===== src/rtl/mem_bus_arbiter_pkg.sv =====
// rtl/mem_bus_arbiter_pkg.sv - shared types and constants for the memory bus arbiter
package mem_bus_arbiter_pkg;

    typedef enum logic [1:0] {
        IDLE      = 2'd0,
        WAIT_LOW  = 2'd1,
        WAIT_HIGH = 2'd2,
        RELEASE   = 2'd3
    } arb_state_t;

    typedef enum logic {
        OWN_FETCH = 1'b0,
        OWN_DATA  = 1'b1
    } arb_owner_t;

    localparam logic RW_READ  = 1'b1;
    localparam logic RW_WRITE = 1'b0;

endpackage


===== src/rtl/mem_bus_arbiter_arb_priority.sv =====
// rtl/mem_bus_arbiter_arb_priority.sv - data-first owner select with fetch anti-starvation streak
module arb_priority
    import mem_bus_arbiter_pkg::*;
#(
    parameter int MAX_STREAK = 4
) (
    input  logic       clk,
    input  logic       reset,
    input  logic       f_req,
    input  logic       d_req,
    input  logic       grant,
    output arb_owner_t owner
);

    localparam int SW = $clog2(MAX_STREAK + 1);

    logic [SW-1:0] r_streak;
    logic          w_force_fetch;

    assign w_force_fetch = f_req && (r_streak == SW'(MAX_STREAK));

    always_comb begin
        owner = OWN_DATA;
        if (!d_req || w_force_fetch) begin
            owner = OWN_FETCH;
        end
    end

    // Streak counts data grants that bypassed a waiting fetch.
    always_ff @(posedge clk or negedge reset) begin
        if (!reset) begin
            r_streak <= '0;
        end else if (grant) begin
            if (owner == OWN_DATA && f_req) begin
                if (r_streak != SW'(MAX_STREAK)) begin
                    r_streak <= r_streak + SW'(1);
                end
            end else begin
                r_streak <= '0;
            end
        end
    end

endmodule


===== src/rtl/mem_bus_arbiter.sv =====
// rtl/mem_bus_arbiter.sv - shares one ready-handshake memory port between fetch and load/store
module mem_bus_arbiter
    import mem_bus_arbiter_pkg::*;
#(
    parameter int AW         = 32,
    parameter int DW         = 32,
    parameter int MAX_STREAK = 4,
    parameter int TIMEOUT    = 64
) (
    input  logic          clk,
    input  logic          reset,
    input  logic          f_req,
    input  logic [AW-1:0] f_addr,
    output logic          f_done,
    output logic [DW-1:0] f_rdata,
    input  logic          d_req,
    input  logic          d_rw,
    input  logic [AW-1:0] d_addr,
    input  logic [DW-1:0] d_wdata,
    output logic          d_done,
    output logic [DW-1:0] d_rdata,
    output logic          m_valid,
    output logic          m_rw,
    output logic [AW-1:0] m_addr,
    output logic [DW-1:0] m_wdata,
    input  logic          m_ready,
    input  logic [DW-1:0] m_rdata,
    output logic          busy,
    output logic          err
);

    localparam int TCW = $clog2(TIMEOUT + 1);

    arb_state_t     r_state, w_state_nxt;
    arb_owner_t     r_owner, w_owner;
    logic           w_grant, w_finish, w_abort, w_tmo;
    logic [TCW-1:0] r_tcnt;
    logic [DW-1:0]  w_cap;
    logic           r_m_valid, r_m_rw, r_f_done, r_d_done, r_err;
    logic [AW-1:0]  r_m_addr;
    logic [DW-1:0]  r_m_wdata, r_f_rdata, r_d_rdata;

    arb_priority #(.MAX_STREAK(MAX_STREAK)) u_prio (
        .clk   (clk),
        .reset (reset),
        .f_req (f_req),
        .d_req (d_req),
        .grant (w_grant),
        .owner (w_owner)
    );

    assign w_tmo = (r_tcnt == TCW'(TIMEOUT - 1));
    assign w_cap = (w_finish && r_m_rw == RW_READ) ? m_rdata : '0;

    always_ff @(posedge clk or negedge reset) begin
        if (!reset) begin
            r_state <= IDLE;
        end else begin
            r_state <= w_state_nxt;
        end
    end

    // A controller completion seen on the same edge as the timeout wins.
    always_comb begin
        w_state_nxt = r_state;
        w_grant     = 1'b0;
        w_finish    = 1'b0;
        w_abort     = 1'b0;
        case (r_state)
            IDLE: begin
                if (f_req || d_req) begin
                    w_grant     = 1'b1;
                    w_state_nxt = WAIT_LOW;
                end
            end
            WAIT_LOW: begin
                if (w_tmo) begin
                    w_abort     = 1'b1;
                    w_state_nxt = RELEASE;
                end else if (!m_ready) begin
                    w_state_nxt = WAIT_HIGH;
                end
            end
            WAIT_HIGH: begin
                if (m_ready) begin
                    w_finish    = 1'b1;
                    w_state_nxt = RELEASE;
                end else if (w_tmo) begin
                    w_abort     = 1'b1;
                    w_state_nxt = RELEASE;
                end
            end
            default: w_state_nxt = IDLE;
        endcase
    end

    always_ff @(posedge clk or negedge reset) begin
        if (!reset) begin
            r_owner   <= OWN_FETCH;
            r_tcnt    <= '0;
            r_m_valid <= 1'b0;
            r_m_rw    <= 1'b0;
            r_m_addr  <= '0;
            r_m_wdata <= '0;
            r_f_done  <= 1'b0;
            r_d_done  <= 1'b0;
            r_err     <= 1'b0;
            r_f_rdata <= '0;
            r_d_rdata <= '0;
        end else begin
            r_f_done <= 1'b0;
            r_d_done <= 1'b0;
            r_err    <= 1'b0;
            r_tcnt   <= (r_state == WAIT_LOW || r_state == WAIT_HIGH) ? r_tcnt + TCW'(1) : '0;
            if (w_grant) begin
                r_owner   <= w_owner;
                r_m_valid <= 1'b1;
                r_m_rw    <= (w_owner == OWN_FETCH) ? RW_READ : d_rw;
                r_m_addr  <= (w_owner == OWN_FETCH) ? f_addr : d_addr;
                r_m_wdata <= (w_owner == OWN_FETCH) ? '0 : d_wdata;
            end
            if (w_finish || w_abort) begin
                r_m_valid <= 1'b0;
                r_err     <= w_abort;
                if (r_owner == OWN_FETCH) begin
                    r_f_done  <= 1'b1;
                    r_f_rdata <= w_cap;
                end else begin
                    r_d_done  <= 1'b1;
                    r_d_rdata <= w_cap;
                end
            end
        end
    end

    assign f_done  = r_f_done;
    assign f_rdata = r_f_rdata;
    assign d_done  = r_d_done;
    assign d_rdata = r_d_rdata;
    assign m_valid = r_m_valid;
    assign m_rw    = r_m_rw;
    assign m_addr  = r_m_addr;
    assign m_wdata = r_m_wdata;
    assign err     = r_err;
    assign busy    = (r_state != IDLE);

endmodule


===== config.mk =====
export PLATFORM = sky130hd
export DESIGN_NAME = mem_bus_arbiter
export DESIGN_NICKNAME = d
export VERILOG_FILES = /design/src/rtl/mem_bus_arbiter_pkg.sv /design/src/rtl/mem_bus_arbiter_arb_priority.sv /design/src/rtl/mem_bus_arbiter.sv
export SDC_FILE = /design/constraint.sdc
export NUM_CORES = 1
export LEC_CHECK = 0
export CAP_MARGIN = 5
export CORE_MARGIN = 2
export CORE_UTILIZATION = 44
export CTS_CLUSTER_SIZE = 30
export DETAILED_ROUTE_END_ITERATION = 12
export PLACE_DENSITY = 0.93
export SLEW_MARGIN = 20
export SYNTH_ARGS = -nofsm -noshare
export SYNTH_HDL_FRONTEND = slang
export SYNTH_SLANG_ARGS = --single-unit

===== constraint.sdc =====
create_clock -name clk -period 4.3 [get_ports clk]
set_input_delay 0.645 -clock clk [delete_from_list [all_inputs] [get_ports clk]]
set_output_delay 0.645 -clock clk [all_outputs]
set_load 0.01 [all_outputs]

# Word level (Yosys, flattened, before mapping)
# Cells that the tools add are included.
totals:
  ff_bits: 146
  input_bits: 134
  elab_cells: 68
  mem_count: 0
  latchBits: 0
  ramBits: 0
  rom_bits: 0
  output_inout_bits: 134
classes:
  n_mux: 28
  n_lt_le_gt_ge: 0
  n_eq_ne: 9
  n_addsub: 2
  bitwise: 1
  div_mod_pow: 0
  n_mul: 0
  n_reduce_logical: 15
  shift: 0
op_table:
  columns: ["operator", "count"]
  rows:
  - ["$mux W32", 3]
  - ["$mux W1", 15]
  - ["$mux W2", 5]
  - ["$ne A3 B3 Y1 const B", 3]
  - ["$add A7 B1 Y7 const B", 1]
  - ["$eq A7 B6 Y1 const B", 1]
  - ["$mux W7", 1]
  - ["$mux W3", 2]
  - ["$pmux W2 S3", 1]
  - ["$reduce_and A2 Y1", 3]
  - ["$logic_or A1 B1 Y1", 4]
  - ["$ne A2 B2 Y1 const B", 2]
  - ["$reduce_bool A2 Y1", 2]
  - ["$add A3 B1 Y3 const B", 1]
  - ["$eq A3 B3 Y1 const B", 1]
  - ["$logic_and A1 B1 Y1", 3]
  - ["$reduce_and A3 Y1", 1]
  - ["$eq A2 B1 Y1 const B", 1]
  - ["$eq A2 B2 Y1 const B", 1]
  - ["$logic_not A2 Y1", 1]
  - ["$pmux W1 S2", 1]
  - ["$logic_not A1 Y1", 1]
  - ["$not A1 Y1", 1]

# Depth between registers and ports, before layout
# Gate-level depths: netlist of the first run.
depth:
  ltp_word: 7
  ltp_mapped: 8

# By module
# From an unflattened synthesis of the first run, not the netlist that was laid out.
hier_totals:
  hier_cells: 680
  area_unflattened_um2: 6470.0
by_module_without_submodules:
  columns: ["module", "instances", "cells_per_inst", "area_each_um2"]
  rows:
  - ["mem_bus_arbiter", 1, 660, 6271.0]
  - ["arb_priority", 1, 20, 198.9]

# Least setup slack after synthesis of the first run
# No wires, ideal clock.
synth_timing:
  kind: "reg2reg"
  startpoint: "register r_state[0]"
  endpoint: "register r_f_rdata[10], in the netlist f_rdata[10]"
  t_required_ns: 4.179
  path_slack_ns: 2.541
  stages_incl_launch_ff: 7
  period_less_slack_ns: 1.759
  arrival_ns: 1.638
  cell_sequence: "dfrtp_1 -> inv_1 -> ha_1 -> nor4b_4 -> o21bai_4 -> buf_6 -> a22o_1"
synth_between:
  elab_chain_cells: 4
  word_cells_on_any_way: 8
  cone_classes: "eq/ne (2); mux (3); reduce/logical (3)"
synth_lines:
  columns: ["element", "line", "source"]
  rows:
  - ["start: declaration", "mem_bus_arbiter.sv:34", "arb_state_t r_state, w_state_nxt;"]
  - ["start signal: assignment", "mem_bus_arbiter.sv:59", "r_state <= w_state_nxt;"]
  - ["$eq A2 B2 Y1 / $eq A2 B1 Y1 (equally long branches)", "mem_bus_arbiter.sv:69", "case (r_state)"]
  - ["$pmux W1 S2 / $mux W1 (equally long branches)", "mem_bus_arbiter.sv:69", null]
  - ["$logic_or A1 B1 Y1 / $logic_and A1 B1 Y1 (equally long branches)", "mem_bus_arbiter.sv:122, mem_bus_arbiter.sv:53", null]
  - ["$reduce_and A2 Y1 (no line) / $mux W32 (equally long branches)", null, null]
  - ["end signal: assignment", "mem_bus_arbiter.sv:127", "r_f_rdata <= w_cap;"]
  - ["end: declaration", "mem_bus_arbiter.sv:41", "logic [DW-1:0] r_m_wdata, r_f_rdata, r_d_rdata;"]
# Parallel ways exist; a longest one is shown, timed or not.
# A chain may end at the register's enable or synchronous reset.

# Worst setup path after layout of the first run
layout_timing:
  startpoint: "register r_state[0]"
  endpoint: "output busy"
layout_between:
  elab_chain_cells: 1
layout_lines:
  columns: ["element", "line", "source"]
  rows:
  - ["$reduce_bool A2 Y1", "mem_bus_arbiter.sv:145", "assign busy = (r_state != IDLE);"]
  - ["end: declaration", "mem_bus_arbiter.sv:28", "output logic busy,"]
# No other way between the ends.

==> results of run 1 <==
==> flip-flops by register name, summed over array words and instances, names as in the netlist, 2 cells and up <==
name,flops
r_tcnt,7
f_rdata,32
m_wdata,32
d_rdata,32
u_prio.r_streak,3
m_addr,32
r_state,2
==> worst reg2reg max path, cell delays in order (launching register included) <==
cell,delay [ns]
dfrtp_1,0.41
inv_1,0.10
ha_1,0.30
inv_1,0.14
nor2_4,0.55
buf_4,0.47
nor2_1,0.11
a31oi_1,0.16
==> cell usage in the layout (no fill, tap or decap), types with 2 or more instances in the layout <==
cell type | netlist | layout
nor2b_1 | 3 | 3
o21ai_0 | 3 | 3
a22o_2 | 3 | 3
ha_1 | 7 | 7
clkinvlp_4 | 0 | 2
inv_1 | 8 | 8
clkinv_2 | 0 | 3
xnor2_1 | 2 | 2
nand2_1 | 72 | 71
bufinv_16 | 0 | 5
nand3_1 | 4 | 4
clkdlybuf4s50_1 | 0 | 266
inv_6 | 0 | 2
and3_2 | 0 | 2
a31oi_1 | 32 | 32
a22o_1 | 93 | 93
clkbuf_16 | 0 | 17
and2_1 | 7 | 6
mux2_2 | 2 | 2
nor2_1 | 40 | 38
dfrtp_1 | 146 | 146
buf_4 | 0 | 5
==> per-layer routing <==
layer  wire length, µm  part of all wire
met5                 0                 0
met4               427             0.025
met3              1591             0.094
met2              8476              0.50
met1              6478              0.38
==> cells by family after synthesis <==
logic type                 count (synthesis)
AOI/OAI and AO/OA                        143
xor gates and xnor gates                   3
adders and majority gates                  7
buffers and inverters                     42
DFF                                      146
muxes                                      2
and+or+nand+nor                          135
==> area by class of cell <==
type / instances / share of cell area
clock inverter: 13 / 0.02252
sequential: 146 / 0.3985
clock buffer: 19 / 0.04831
timing repair buffer: 272 / 0.2957
tap: 172 / 0.02347
multi-input combinational: 290 / 0.2082
inverter: 8 / 0.003275
==> through the flow <==
step / util / power, mW / instances / instance area, µm² / setup WS, ns
floorplan: - / 3.619 / 478 / 5757 / 2.541
global placement: 0.6692 / 5.085 / 888 / 8513 / 1.566
detailed placement: 0.6692 / 5.233 / 888 / 8513 / 1.385
CTS: 0.7202 / 6.889 / 920 / 9163 / 1.688
global route: 0.7207 / 7.180 / 920 / 9169 / 1.619
finish: 0.7207 / 6.836 / 920 / 9169 / 1.705
==> how the worst max path moves through the flow <==
| stage | startpoint | to | slack, ns | cells after the start |
|---|---|---|---|---|
| floorplan | r_state[0] | f_rdata[10] | 2.54 | 6 |
| global placement | m_ready | d_rdata[10] | 1.57 | 4 |
| detailed placement | m_ready | d_rdata[8] | 1.39 | 4 |
| CTS | r_state[0] | busy | 1.69 | 4 |
| global route | r_state[0] | busy | 1.62 | 4 |
| finish | r_state[0] | busy | 1.71 | 4 |
==> power groups by stage <==
stage / registers, mW / logic (mW) / clock network, mW
finish: 2.38 / 2.84 / 1.61
global route: 2.44 / 3.04 / 1.70
CTS: 2.38 / 2.87 / 1.64
detailed placement: 2.38 / 2.85 / 0
global placement: 2.35 / 2.74 / 0
floorplan: 2.58 / 1.04 / 0
==> run summary, run 1 <==
Slew margin rel. -> 0.3650
CTS Buffer Depth -> 2
Seq cells post-synth -> 146
Max Fclk -> 385.4 MHz
Met3 Usage GRT -> 0.07963
Psw -> 2.174 mW
Drt wl/cell -> 18.45 µm
Detailed Route Iter0 Violations -> 403
Mapped Cells -> 478
Htree depth -> 4
Tcrit/Tclk final -> 0.6034
Top cell by count, worst path -> inv_1
Cell taking the most area after synthesis -> dfrtp_1
Startpoint types -> flip-flop
Initial antenna violation count -> 0
Setup TNS -> 0 ns
Crit Path Category -> reg2out
Arrival @ worst endpoint -> 1.95 ns
ANT nets after route -> 0
CP Data Required Time -> 3.65 ns
Post-synth cell types -> 39
Final setup viols -> 0
Layout cells sized above 1 -> 0.07219
Initial DRT Pass Iterations -> 5
Slowest-stage cell, CP -> clkdlybuf4s50_1
WHS -> 0.2515 ns
Slew Limit Fails -> 0
VDD IR-drop max -> 0.4268 mV
Die Wd -> 118.4 µm
Via count -> 5005
Die area -> 14020 µm²
Max-cap check violation count -> 0
Flop-to-flop setup slack -> 1.98 ns
Die height -> 118.4 µm
Post-synth ARST share -> 1.000
Reg-to-Reg Start -> r_state[0]
Clock Skew -> 0.01131 ns
# IOs -> 268
Met2 Use GR -> 0.4205
Primary FF master, synth -> dfrtp_1
RD Place Congestion -> 0.8097
Pwr Density -> 745.5 nW/µm²
Post-synth top cells -> dfrtp_1, a22o_1, nand2_1, nor2_1, a31oi_1
Synth Area in Compound Gates -> 0.2032
Adder-Cell Fraction of Synth Area -> 0.01521
Dominant delay contributor by cell family on the critical path -> buffers and inverters
Reg clk slew, reported paths -> 0.06 ns
GRT Total Usage -> 0.2461
Crit path buf inv count -> 3
Synth top area share -> 0.6346
Leak -> 4.008 nW
CTS tree -> yes
Row count -> 41
CP Max Fanout -> 5
Met1 usage -> 0.2843
Fill cells -> 851
Inserted Clock Buffers -> 17
Postcts setup bufs -> 0
Post-synthesis mux area share -> 0.003912
Vias in the first global route -> 5170
Synth-to-layout area growth -> 59.27%
Largest net degree at the start of global routing -> 75
Number of enable flip-flop cells after synthesis -> 0
Synth warnings -> 0
Largest family of logic cells by synthesized area -> compound AO/OA/AOI/OAI gates
Hold-fix buffers, CTS -> 0
CTS Sinks -> 146
Post-Syn Area -> 5757 µm²
Simple-Gate Fraction of Synth Area -> 0.1013
Sw Share -> 0.3180
Clock network power share -> 0.236
Final net count -> 876
Reg2Reg Depth -> 7
Cell Int Power -> 4.662 mW
Most frequent cell after synthesis -> dfrtp_1
Core Region -> 12720 µm²
Logic pwr share -> 0.416
Dpl hpwl -> 12.05 mm
Worst hold path type -> in2async
Final hold vios -> 0
Starting density of the core -> 0.4525
IO buf count -> 267
Global route overflow -> 0
DRT Wirelength -> 16.97 mm
Sequential area share after synthesis -> 0.6346
Worst Setup End Kind -> output pin
PostCTS Resize Cnt -> 0
Ant. Diodes -> 0
FF+latch area -> 3654 µm²
Worst Tran Pin Value -> 0.9490 ns
RSZ-0062 raised after global routing -> false
GRT Max-Usage Layer -> met2
Clk Latency, worst-skew pair -> 0.42 ns
Synthesized area per cell -> 12.04 µm²
Seq pwr share -> 0.348
First-pass GRT wire length -> 27.17 mm
Reg-to-reg endpoint -> m_addr[23]
Top cells by area, synth -> dfrtp_1, a22o_1, nand2_1
Multi-input gate area -> 1909 µm²
Number of remaining DRC errors -> 0
Critical-path cell list -> inv_1, ha_1, inv_1, clkdlybuf4s50_1
Synthesized Nets -> 619
Status -> finished, final reports clean
Vias/cell -> 5.440
CTS Root Cell -> clkbuf_16
Post-Synth XOR/XNOR Area -> 0.004564
Minimum clock period -> 2.595 ns
CP peak stage delay -> 0.59 ns
Note: power is estimated with default switching activity, not from simulation.
==> inputs of run 2 (changes only) <==
--- a/config.mk
+++ b/config.mk
@@ -7,10 +7,10 @@
 export LEC_CHECK = 0
 export CAP_MARGIN = 5
 export CORE_MARGIN = 2
-export CORE_UTILIZATION = 44
+export CORE_UTILIZATION = 41
 export CTS_CLUSTER_SIZE = 30
 export DETAILED_ROUTE_END_ITERATION = 12
-export PLACE_DENSITY = 0.93
+export PLACE_DENSITY = 0.88
 export SLEW_MARGIN = 20
 export SYNTH_ARGS = -nofsm -noshare
 export SYNTH_HDL_FRONTEND = slang
==> constraint.sdc (replaced) <==
create_clock -name clk -period 2.5 [get_ports clk]
set_input_delay 0.375 -clock clk [delete_from_list [all_inputs] [get_ports clk]]
set_output_delay 0.375 -clock clk [all_outputs]
set_load 0.01 [all_outputs]
==> run summary, run 2 (synthesis gave the netlist of run 1 again) <==
RD Place Congestion -> 0.7958
Layout cells sized above 1 -> 0.07672
Psw -> 3.819 mW
CTS Sinks -> 146
Post-place setup slack -> 0.3636 ns
Finished Core Util -> 0.6683
Initial DRT Pass Iterations -> 5
Row count -> 43
Arrival @ worst endpoint -> 1.95 ns
Die height -> 122.5 µm
CP Data Required Time -> 2.12 ns
Via count -> 4886
Worst hold path type -> in2async
Cell Int Power -> 7.705 mW
Detailed Route Iter0 Violations -> 451
Setup TNS -> 0 ns
Logic pwr share -> 0.424
Inserted Clock Buffers -> 17
Dpl hpwl -> 11.90 mm
WHS -> 0.4789 ns
Reg2Reg Depth -> 6
Die area -> 15010 µm²
Worst Tran Pin Value -> 0.5336 ns
Ant. Diodes -> 0
Starting density of the core -> 0.4180
Slew margin rel. -> 0.6443
GRT Total Usage -> 0.2219
Final setup viols -> 0
Postcts setup bufs -> 0
ANT nets after route -> 0
CTS Buffer Depth -> 2
Synth-to-layout area growth -> 59.90%
Final hold vios -> 0
CTS tree -> yes
Drt wl/cell -> 17.66 µm
Minimum clock period -> 2.327 ns
Worst Setup End Kind -> output pin
Clock Skew -> 0.01020 ns
Number of remaining DRC errors -> 0
Slew Limit Fails -> 0
Max-cap check violation count -> 0
Flop-to-flop setup slack -> 0.37 ns
Vias/cell -> 5.220
Reg clk slew, reported paths -> 0.06 ns
Max Fclk -> 429.8 MHz
Most common library cell in the layout ignoring fill and taps -> clkdlybuf4s50_1
VDD IR-drop max -> 0.5470 mV
Fill cells -> 977
First-pass GRT wire length -> 25.63 mm
Tcrit/Tclk final -> 0.9307
Die Wd -> 122.5 µm
Vias in the first global route -> 5070
Startpoint types -> flip-flop
Global route overflow -> 0
Largest net degree at the start of global routing -> 65
RSZ-0062 raised after global routing -> false
Sw Share -> 0.3314
DRT Wirelength -> 16.53 mm
Clk Latency, worst-skew pair -> 0.42 ns
Initial antenna violation count -> 0
Final instance area -> 9205 µm²
IO buf count -> 267
Crit Path Category -> reg2out
Pwr Density -> 1252 nW/µm²
PostCTS Resize Cnt -> 0
Final net count -> 884
# IOs -> 268
Leak -> 4.034 nW
Htree depth -> 4
Clock network power share -> 0.221
Status -> finished, final reports clean
Core Region -> 13770 µm²
Fin worst setup slack -> 0.1734 ns
Most frequent cells in the layout -> clkdlybuf4s50_1, dfrtp_1, a22o_1
CP Max Fanout -> 5
Seq pwr share -> 0.355
CTS Root Cell -> clkbuf_16
Placed Instance Area -> 8601 µm²
[run 2: final timing paths]
check / from / to
setup / recovery: r_state[0] / busy
hold / removal: reset / m_addr[5]
setup reg to reg: r_state[1] / d_rdata[30]
hold reg to reg: r_tcnt[0] / r_tcnt[0]
max in group asynchronous: reset / m_wdata[28]
min in group clk: r_tcnt[0] / r_tcnt[0]
[run 2: what timing repair did]
item / in CTS / in global routing
endpoints found under the hold margin: 56 / 0
setup endpoints to repair: 0 / 0
hold buffers: 1 / 0
[run 2: area by class of cell]
| type | count | area [µm²] | area share |
|---|---|---|---|
| repair buffers | 280 | 2799 | 0.3041 |
| clock inverters | 14 | 155.1 | 0.01685 |
| inverters | 8 | 30.03 | 0.003262 |
| flip-flops and latches | 146 | 3654 | 0.3969 |
| clock buffers | 18 | 439.2 | 0.04771 |
| multi-input cells | 290 | 1903 | 0.2067 |
| well taps | 180 | 225.2 | 0.02447 |
[run 2: layer usage]
layer / up-vias / wire length, µm / global-route usage
met3: 38 / 1118 / 0.06180
met4: 0 / 542 / 0.09698
met5: - / 0 / 0
met1: 2403 / 6586 / 0.2736
met2: 200 / 8279 / 0.3653
li1: 2245 / - / -
[run 2: worst max-delay path, stage by stage, from the launching register on]
cell             delay, ns
dfrtp_1               0.39
inv_1                 0.08
ha_1                  0.27
inv_1                 0.18
clkdlybuf4s50_1       0.61
[run 2: per-stage QoR]
step / instances / total power [mW]
2_1_floorplan: 478 / 6.224
4_1_cts: 936 / 11.63
5_1_grt: 936 / 12.16
3_3_place_gp: 903 / 8.795
6_report: 936 / 11.52
3_5_place_dp: 903 / 9.009
[run 2: power by group through the flow]
| stage | clock, mW | combinational [mW] | sequential [mW] |
|---|---|---|---|
| 3_5_place_dp | 0 | 4.92 | 4.09 |
| 6_report | 2.55 | 4.89 | 4.09 |
| 3_3_place_gp | 0 | 4.73 | 4.07 |
| 4_1_cts | 2.60 | 4.94 | 4.09 |
| 2_1_floorplan | 0 | 1.78 | 4.44 |
| 5_1_grt | 2.71 | 5.25 | 4.20 |
==> inputs of run 3 (changes only) <==
==> constraint.sdc (replaced) <==
create_clock -name clk -period 2.4 [get_ports clk]
set_input_delay 0.36 -clock clk [delete_from_list [all_inputs] [get_ports clk]]
set_output_delay 0.36 -clock clk [all_outputs]
set_load 0.01 [all_outputs]
==> run summary, run 3 (synthesis gave the netlist of run 1 again) <==
Status -> finished, final reports clean
Slew margin rel. -> 0.6996
Row count -> 43
CTS Buffer Depth -> 2
Detailed Route Iter0 Violations -> 311
Final instance area -> 9339 µm²
CTS Root Cell -> clkbuf_16
Multi-input gate area -> 1903 µm²
Vias/cell -> 5.232
Non-filler cells, final -> 936
# IOs -> 268
Fill cells -> 981
Drt wl/cell -> 17.68 µm
Largest net degree at the start of global routing -> 65
Ant. Diodes -> 0
Dominant delay contributor by cell family on the critical path -> buffers and inverters
Via count -> 4897
CP peak stage delay -> 0.57 ns
GRT Total Usage -> 0.2271
Critical-path cell list -> inv_1, ha_1, inv_2, clkdlybuf4s50_1
Clk Latency, worst-skew pair -> 0.42 ns
Pwr Density -> 1330 nW/µm²
Crit path depth -> 4
DRT Wirelength -> 16.55 mm
Starting density of the core -> 0.4180
Crit path buf inv count -> 3
Crit Path Category -> reg2out
Most frequent cells in the layout -> clkdlybuf4s50_1, dfrtp_1, a22o_1
Layout cells sized above 1 -> 0.07672
Final hold vios -> 0
Vias in the first global route -> 5079
Max-cap check violation count -> 0
Final setup viols -> 0
Final net count -> 884
VDD IR-drop max -> 0.6238 mV
CP Max Fanout -> 5
Worst Tran Pin Value -> 0.4505 ns
Core Region -> 13770 µm²
Initial DRT Pass Iterations -> 5
Minimum clock period -> 2.231 ns
Startpoint types -> flip-flop
Synth-to-layout area growth -> 62.23%
Worst Setup End Kind -> output pin
Placed cell count -> 903
FF+latch area -> 3654 µm²
CTS Sinks -> 146
Worst hold path type -> in2async
Number of remaining DRC errors -> 0
Slew Limit Fails -> 0
Die area -> 15010 µm²
Max Fclk -> 448.3 MHz
Initial antenna violation count -> 0
Clock Skew -> 0.01146 ns
Setup TNS -> 0 ns
Leak -> 4.090 nW
RSZ-0062 raised after global routing -> false
CP Data Required Time -> 2.04 ns
ANT nets after route -> 0
Inserted Clock Buffers -> 17
Global route overflow -> 0
First-pass GRT wire length -> 26.09 mm
Slowest-stage cell, CP -> clkdlybuf4s50_1
Most common library cell in the layout ignoring fill and taps -> clkdlybuf4s50_1
IO buf count -> 267
Placed Instance Area -> 8651 µm²
RD Place Congestion -> 0.8151
Die height -> 122.5 µm
Die Wd -> 122.5 µm
Reg2Reg Depth -> 6
Tcrit/Tclk final -> 0.9295
Postcts setup bufs -> 0
Htree depth -> 4
Dpl hpwl -> 11.66 mm
CTS tree -> yes
Reg clk slew, reported paths -> 0.06 ns
Arrival @ worst endpoint -> 1.87 ns
## run 3: changes by cell type in the layout (fill, tap and decap cells not counted), moves of 4 or more
cell / previous run / this run
bufinv_16: 1 / 6
buf_12: 2 / 6
buf_4: 10 / 6
inv_8: 5 / 1
## run 3: per-layer routing
metal	track usage	up-vias	wire length [µm]	part of all wire
met5	0	-	0	0
met3	0.07900	31	1142	0.069
li1	-	2247	-	-
met4	0.1013	0	441	0.027
met2	0.3729	218	8338	0.50
met1	0.2695	2401	6626	0.40
## run 3: through the flow
stage | hold WS, ns | util | power, mW | setup WS [ns]
after CTS | 0.3659 | 0.6781 | 12.52 | 0.09480
final | 0.3779 | 0.6781 | 12.42 | 0.1692
after floorplan | 0.06441 | - | 6.484 | 0.6412
after global placement | 0.2401 | 0.6281 | 9.201 | 0.4993
after detailed placement | 0.2445 | 0.6281 | 9.415 | 0.3994
after global routing | 0.3830 | 0.6781 | 13.12 | 0.06589
## run 3: final timing paths
check,startpoint,to,slack [ns]
min reg2reg,r_tcnt[0],r_tcnt[0],0.46
max,r_state[0],busy,0.17
max in group asynchronous,reset,f_rdata[13],1.28
min in group clk,r_tcnt[0],r_tcnt[0],0.46
max reg2reg,r_state[0],f_rdata[0],0.39
min,reset,r_tcnt[4],0.38
## run 3: worst register-to-register path, stage by stage (launching register included)
cell and delay [ns]:
dfrtp_1 0.39, inv_1 0.09, ha_1 0.44, nor4b_4 0.41
o21bai_4 0.10, buf_12 0.17, a22o_2 0.29
## run 3: layout make-up
class | count | share of cell area
clock buffers | 18 | 0.04595
inverters | 8 | 0.003215
clock inverters | 14 | 0.02666
repair buffers | 280 | 0.3051
multi-input cells | 290 | 0.2038
well taps | 180 | 0.02412
flip-flops and latches | 146 | 0.3912
## run 3: where the power goes
group | total (mW) | switching [mW] | internal (mW)
sequential | 4.25 | 0.692 | 3.56
combinational | 5.14 | 2.14 | 3.00
clock | 3.04 | 1.07 | 1.97
total | 12.4 | 3.90 | 8.52
## run 3: what timing repair did
action / 4_1_cts / 5_1_grt
hold buffers: 1 / 0
hold endpoints to repair: 24 / 0
resized for setup: 0 / 1
endpoints found under the setup margin: 0 / 1
